$ cat src/rtl/lzss_dec_unpack.sv
// ============================================================================
// Module   : lzss_dec_unpack
// Brief    : Splits an MSB-first packed LZSS bit stream into fixed-width codes.
// Revision : 1.0 - initial release
// ============================================================================
`default_nettype none

module lzss_dec_unpack #(
  parameter  int pDataWidth     = 8,
  parameter  int pReferenceSize = 64,
  parameter  int pCodingSize    = 5,
  localparam int lpOffsetWidth  = $clog2(pReferenceSize),
  localparam int lpLengthWidth  = $clog2(pCodingSize) + 1,
  localparam int lpMatchWidth   = lpOffsetWidth + lpLengthWidth,
  localparam int pCodeWidth     = 1 + ((pDataWidth > lpMatchWidth) ? pDataWidth : lpMatchWidth)
) (
  input  logic                  clk,
  input  logic                  rst_x,
  input  logic                  i_valid,
  output logic                  ow_ready,
  input  logic [pDataWidth-1:0] i_data,
  input  logic                  i_last,
  output logic                  o_valid,
  input  logic                  i_ready,
  output logic [pCodeWidth-1:0] o_code,
  output logic                  o_last
);

  localparam int lpMinBits  = 1 + ((pDataWidth < lpMatchWidth) ? pDataWidth : lpMatchWidth);
  localparam int lpBufWidth = pCodeWidth + pDataWidth;
  localparam int lpCntWidth = $clog2(lpBufWidth + 1);

  localparam logic [lpCntWidth-1:0] lpNeedLit   = lpCntWidth'(1 + pDataWidth);
  localparam logic [lpCntWidth-1:0] lpNeedMatch = lpCntWidth'(1 + lpMatchWidth);
  localparam logic [lpCntWidth-1:0] lpMinBitsC  = lpCntWidth'(lpMinBits);
  localparam logic [lpCntWidth-1:0] lpDataC     = lpCntWidth'(pDataWidth);
  localparam logic [lpCntWidth-1:0] lpAcceptMax = lpCntWidth'(lpBufWidth - pDataWidth);

  typedef enum logic [0:0] {
    RUN   = 1'b0,
    FLUSH = 1'b1
  } state_t;

  state_t                  state_q, state_d;
  logic [lpBufWidth-1:0]   acc_q, acc_d;
  logic [lpCntWidth-1:0]   count_q, count_d;
  logic                    valid_q, valid_d;
  logic                    last_q, last_d;
  logic [pCodeWidth-1:0]   code_q, code_d;

  logic [lpCntWidth-1:0]   need;
  logic [lpCntWidth-1:0]   cnt_after;
  logic [lpBufWidth-1:0]   acc_shift;
  logic [lpBufWidth-1:0]   word_ext;
  logic [pCodeWidth-1:0]   code_w;
  logic                    extract;
  logic                    accept;

  always_comb begin
    need = '0;
    if (count_q != '0) begin
      need = acc_q[lpBufWidth-1] ? lpNeedMatch : lpNeedLit;
    end
  end

  assign extract  = (count_q != '0) && (count_q >= need) && (!valid_q || i_ready);
  // New stream words wait until the previous stream's final code is taken.
  assign ow_ready = (state_q == RUN) && (count_q <= lpAcceptMax) && !last_q;
  assign accept   = i_valid && ow_ready;
  assign word_ext = {i_data, {(lpBufWidth - pDataWidth){1'b0}}};

  always_comb begin
    code_w                 = '0;
    code_w[pCodeWidth-1]   = acc_q[lpBufWidth-1];
    if (acc_q[lpBufWidth-1]) begin
      code_w[lpOffsetWidth-1:0]             = acc_q[lpBufWidth-2 -: lpOffsetWidth];
      code_w[lpOffsetWidth +: lpLengthWidth] = acc_q[lpBufWidth-2-lpOffsetWidth -: lpLengthWidth];
    end else begin
      code_w[pDataWidth-1:0] = acc_q[lpBufWidth-2 -: pDataWidth];
    end
  end

  always_comb begin
    state_d   = state_q;
    valid_d   = valid_q;
    last_d    = last_q;
    code_d    = code_q;
    cnt_after = extract ? (count_q - need) : count_q;
    acc_shift = extract ? (acc_q << need) : acc_q;
    acc_d     = acc_shift;
    count_d   = cnt_after;

    if (valid_q && i_ready) begin
      valid_d = 1'b0;
      last_d  = 1'b0;
    end

    if (extract) begin
      valid_d = 1'b1;
      code_d  = code_w;
      last_d  = (state_q == FLUSH) && (cnt_after < lpMinBitsC);
    end

    if (accept) begin
      acc_d   = acc_shift | (word_ext >> cnt_after);
      count_d = cnt_after + lpDataC;
      if (i_last) begin
        state_d = FLUSH;
      end
    end

    // Leftover bits that cannot form a code are stream padding or a truncated code.
    if (state_q == FLUSH) begin
      if ((extract && (cnt_after < lpMinBitsC)) ||
          (!extract && ((count_q == '0) || (count_q < need)))) begin
        acc_d   = '0;
        count_d = '0;
        state_d = RUN;
      end
    end
  end

  always_ff @(posedge clk) begin
    if (rst_x) begin
      state_q <= RUN;
      acc_q   <= '0;
      count_q <= '0;
      valid_q <= 1'b0;
      last_q  <= 1'b0;
      code_q  <= '0;
    end else begin
      state_q <= state_d;
      acc_q   <= acc_d;
      count_q <= count_d;
      valid_q <= valid_d;
      last_q  <= last_d;
      code_q  <= code_d;
    end
  end

  assign o_valid = valid_q;
  assign o_code  = code_q;
  assign o_last  = last_q;

endmodule

`default_nettype wire

$ cat config.mk
export PLATFORM = sky130hd
export DESIGN_NAME = lzss_dec_unpack
export DESIGN_NICKNAME = d
export VERILOG_FILES = /design/src/rtl/lzss_dec_unpack.sv
export SDC_FILE = /design/constraint.sdc
export NUM_CORES = 1
export LEC_CHECK = 0
export CORE_UTILIZATION = 64
export CTS_BUF_LIST = sky130_fd_sc_hd__clkbuf_4 sky130_fd_sc_hd__clkbuf_8
export DETAILED_ROUTE_END_ITERATION = 8
export PLACE_DENSITY = 0.88
export SETUP_SLACK_MARGIN = 0.15
export SYNTH_ARGS = -nofsm -noshare
export SYNTH_HDL_FRONTEND = slang
export SYNTH_SLANG_ARGS = --single-unit
$ cat constraint.sdc
create_clock -name clk -period 6.5 [get_ports clk]
set_clock_uncertainty 0.2 [all_clocks]
set_input_delay 1.625 -clock clk [delete_from_list [all_inputs] [get_ports clk]]
set_output_delay 1.625 -clock clk [all_outputs]
set_load 0.01 [all_outputs]
==> flow_results.xml <==
<?xml version="1.0" encoding="UTF-8"?>
<metrics>
  <group name="outcome">
    <metric name="outcome" unit="">completed</metric>
  </group>
  <group name="final_layout">
    <metric name="areaGrowthSynthToFinish" unit="%">11.8</metric>
    <metric name="register_area" unit="µm²">761</metric>
    <metric name="post-route-cell-area" unit="mm²">0.00292</metric>
    <metric name="diodes" unit="">0</metric>
    <metric name="fin_nets" unit="">341</metric>
    <metric name="layout_cells_sized_above_1" unit="">0.114</metric>
    <metric name="multi_input_area" unit="mm²">0.00169</metric>
    <metric name="nFillCells" unit="">298</metric>
    <metric name="final-instance-count-excl-fill" unit="">372</metric>
  </group>
  <group name="routing">
    <metric name="drc" unit="">0</metric>
    <metric name="post_drt_via_cell_ratio" unit="">6.73</metric>
    <metric name="wl_met2" unit="mm">2.89</metric>
    <metric name="total_routed_wirelength" unit="mm">6.36</metric>
    <metric name="drt_iter0_drc" unit="">204</metric>
    <metric name="antenna_violating_nets_post_route" unit="">0</metric>
    <metric name="via_count" unit="">2504</metric>
    <metric name="detail_route.wirelength.met1" unit="mm">2.80</metric>
    <metric name="detail_route.first_pass.iterations" unit="">4</metric>
    <metric name="met3_length" unit="µm">506</metric>
    <metric name="drt-wirelength-per-cell" unit="µm">17.1</metric>
    <metric name="dr.max_layer_used" unit="">met4</metric>
  </group>
  <group name="critical_path">
    <metric name="timing.critical_path.mode_cell" unit="">sky130_fd_sc_hd__nand2_1</metric>
    <metric name="critical_path.max_stage_delay" unit="ns">0.57</metric>
    <metric name="worstPathRequired" unit="ns">6.49</metric>
    <metric name="cp_max_fo" unit="">41</metric>
    <metric name="worst-endpoint-arrival" unit="ns">5.10</metric>
    <metric name="setup.worst_path.end_class" unit="">flip-flop</metric>
    <metric name="critical_path_class" unit="">flip-flop to flip-flop</metric>
    <metric name="slowest_stage" unit="">sky130_fd_sc_hd__or4_4</metric>
    <metric name="worstPathCellList" unit="">or4_4 &gt; or2_4 &gt; ha_1 &gt; nor2b_1 &gt; o211ai_2 &gt; nand2_4 &gt; nand2_1 &gt; nand2_1 &gt; ha_1 &gt; and2_1 &gt; o2111ai_1 &gt; o41ai_2 &gt; o311ai_2 &gt; buf_4 &gt; nor2_1 &gt; nand2_1 &gt; o211ai_1</metric>
    <metric name="timing.critical_path.from_type" unit="">flip-flop</metric>
  </group>
  <group name="synth">
    <metric name="post_synth_most_frequent_cells" unit="">39 x sky130_fd_sc_hd__nand2_1, 38 x sky130_fd_sc_hd__dfxtp_1, 36 x sky130_fd_sc_hd__nor2_1</metric>
    <metric name="synth_largest_type_area_fraction" unit="">0.291</metric>
    <metric name="synth.lib_cells_used.distinct" unit="">63</metric>
    <metric name="synth.most_common_cell" unit="">sky130_fd_sc_hd__nand2_1</metric>
    <metric name="synth_area_leader_cell" unit="">sky130_fd_sc_hd__dfxtp_1</metric>
    <metric name="synthFlopType" unit="">sky130_fd_sc_hd__dfxtp_1</metric>
    <metric name="warnings_synthesis" unit="">0</metric>
    <metric name="synth.yosys.seq_area_share" unit="">0.291</metric>
    <metric name="async_reset_ff_frac" unit="">0</metric>
    <metric name="mapped_cells" unit="">308</metric>
    <metric name="synth_edf_count" unit="">0</metric>
    <metric name="synth_fp_nets" unit="">326</metric>
    <metric name="postSynthAreaPerCell" unit="µm²">8.49</metric>
    <metric name="mappedNetlistArea" unit="mm²">0.00261</metric>
    <metric name="ys_ff_latch" unit="">38</metric>
    <metric name="post_synth_main_area_contributors" unit="">sky130_fd_sc_hd__dfxtp_1 29%, sky130_fd_sc_hd__mux2i_1 10%, sky130_fd_sc_hd__nand2_1 5.6%, sky130_fd_sc_hd__nor2_1 5.2%, sky130_fd_sc_hd__a211oi_1 4.9%</metric>
  </group>
  <group name="die">
    <metric name="start_util" unit="">0.688</metric>
    <metric name="fp.dieH" unit="µm">65.9</metric>
    <metric name="row_count" unit="">22</metric>
    <metric name="ios" unit="">27</metric>
    <metric name="die_area" unit="mm²">0.00434</metric>
    <metric name="die_width" unit="µm">65.9</metric>
    <metric name="core-area" unit="mm²">0.00380</metric>
  </group>
  <group name="clock_network">
    <metric name="worstSkewPairLatency" unit="ns">0.30</metric>
    <metric name="clock_tree.htree_level_count" unit="">2</metric>
    <metric name="clk_root_buffer_cell" unit="">sky130_fd_sc_hd__clkbuf_8</metric>
    <metric name="number_of_cts_inserted_buffers" unit="">5</metric>
    <metric name="cts.reportedPaths.clkPinSlew" unit="ns">0.08</metric>
    <metric name="cts_setup_buffers" unit="">0</metric>
    <metric name="hold_buffers" unit="">0</metric>
    <metric name="clock-sinks" unit="">38</metric>
    <metric name="tritoncts_clock_tree" unit="">done</metric>
    <metric name="cts_repair_resize_count" unit="">0</metric>
    <metric name="cts_buffer_depth" unit="">2</metric>
  </group>
  <group name="sta">
    <metric name="finalSetupViolations" unit="">0</metric>
    <metric name="finalCriticalPeriod" unit="ns">5.11</metric>
    <metric name="timing.max_slew.rel_slack" unit="">0.189</metric>
    <metric name="worstMarginPinSlew" unit="ns">1.18</metric>
    <metric name="finalHoldViolCount" unit="">0</metric>
    <metric name="fin_setup_tns" unit="ns">0</metric>
    <metric name="max_freq" unit="GHz">0.196</metric>
    <metric name="period_share" unit="">0.786</metric>
    <metric name="grt_setup_unrepaired" unit="">no</metric>
    <metric name="report.final.slew_viol_count" unit="">0</metric>
  </group>
  <group name="global_routing">
    <metric name="grt_start_max_net_pins" unit="">42</metric>
    <metric name="number_of_antenna_violations_at_the_first_check_in_global_routing" unit="">0</metric>
    <metric name="wire_length_of_the_first_global_routing_pass" unit="mm">10.2</metric>
    <metric name="number_of_global_route_vias_before_repair" unit="">2120</metric>
    <metric name="grt_overflow" unit="">0</metric>
    <metric name="grt.total_usage" unit="">0.313</metric>
  </group>
  <group name="place">
    <metric name="place.detailed.hpwl" unit="mm">4.52</metric>
    <metric name="placement.cell_area" unit="mm²">0.00281</metric>
    <metric name="io_buffer_count" unit="">26</metric>
    <metric name="post-place-cells" unit="">364</metric>
    <metric name="gp_routability_congestion" unit="">0.948</metric>
  </group>
  <group name="flow_run">
    <metric name="cap_viol_max_count" unit="">0</metric>
  </group>
  <group name="min_path">
    <metric name="holdCritPathClass" unit="">flip-flop to flip-flop</metric>
  </group>
</metrics>
-- metal layers --
metal / global-route usage / vias to the layer above
met3: 0.0724 / 16
met2: 0.471 / 126
met5: 0 / -
met4: 0.125 / 0
met1: 0.426 / 1178
li1: - / 1184
-- worst paths after layout --
| check | from | endpoint | slack, ns | cells after the start |
|---|---|---|---|---|
| worst max-delay path | count_q[0] | acc_q[8] | 1.39 | 17 |
| worst min-delay path | o_code[10] | o_code[10] | 0.26 | 2 |
| worst max register to register | count_q[0] | acc_q[8] | 1.39 | 17 |
| worst min register to register | o_code[10] | o_code[10] | 0.26 | 2 |
-- flip-flops by register name, indices dropped and copies added, names as in the netlist --
register,cells
o_last,1
acc_q,19
o_code,11
state_q,1
o_valid,1
count_q,5
-- cell type report --
type | instances | area share
Clock buffer | 5 | 0.0236
Clock inverter | 3 | 0.0137
Tap cell | 48 | 0.0206
Timing Repair Buffer | 29 | 0.0968
Sequential cell | 38 | 0.260
Inverter | 5 | 0.00642
Multi-Input combinational cell | 244 | 0.579
-- critical path, delay by kind of cell, from the launching register on --
kind | cells | cell delay (ns)
and+or+nand+nor | 9 | 2.18
AOI/OAI and AO/OA | 5 | 1.12
adders and majority gates | 2 | 0.75
DFF | 1 | 0.44
buffers and inverters | 1 | 0.29
-- through the flow --
step / worst slack [ns] / hold slack, ns / util
3_3_place_gp: 1.53 / 0.245 / 0.740
5_1_grt: 1.10 / 0.281 / 0.769
2_1_floorplan: 2.32 / 0.236 / -
3_5_place_dp: 1.43 / 0.242 / 0.740
6_report: 1.39 / 0.262 / 0.769
4_1_cts: 1.49 / 0.264 / 0.769
-- logic make-up after synthesis --
logic type                 after synthesis  synth area share
AOI/OAI and AO/OA                      100             0.299
adders and majority gates                5            0.0268
muxes                                   28             0.110
DFF                                     38             0.291
and+or+nand+nor                        108             0.201
buffers and inverters                   26            0.0622
xor gates and xnor gates                 3            0.0101
-- layout by cell type (no fill, tap or decap), drive strengths merged, types with 3 or more instances in the layout --
cell type / synthesis / routed
nand2: 43 / 43
dfxtp: 38 / 38
nor2: 36 / 36
mux2i: 28 / 28
clkdlybuf4s50: 0 / 26
a21oi: 22 / 22
a211oi: 18 / 18
o21ai: 14 / 14
o22ai: 8 / 8
a311oi: 7 / 7
clkbuf: 8 / 5
a221oi: 5 / 5
nand2b: 4 / 4
nand3: 4 / 4
ha: 4 / 4
and2: 4 / 4
o211ai: 4 / 4
clkinv: 2 / 4
nor2b: 3 / 3
nor3: 3 / 3
buf: 13 / 3
inv: 3 / 3
o21a: 3 / 3
Power is left out: the tool's default activity adds up to more than one toggle a clock period on the data nets, which glitch-free logic cannot reach.
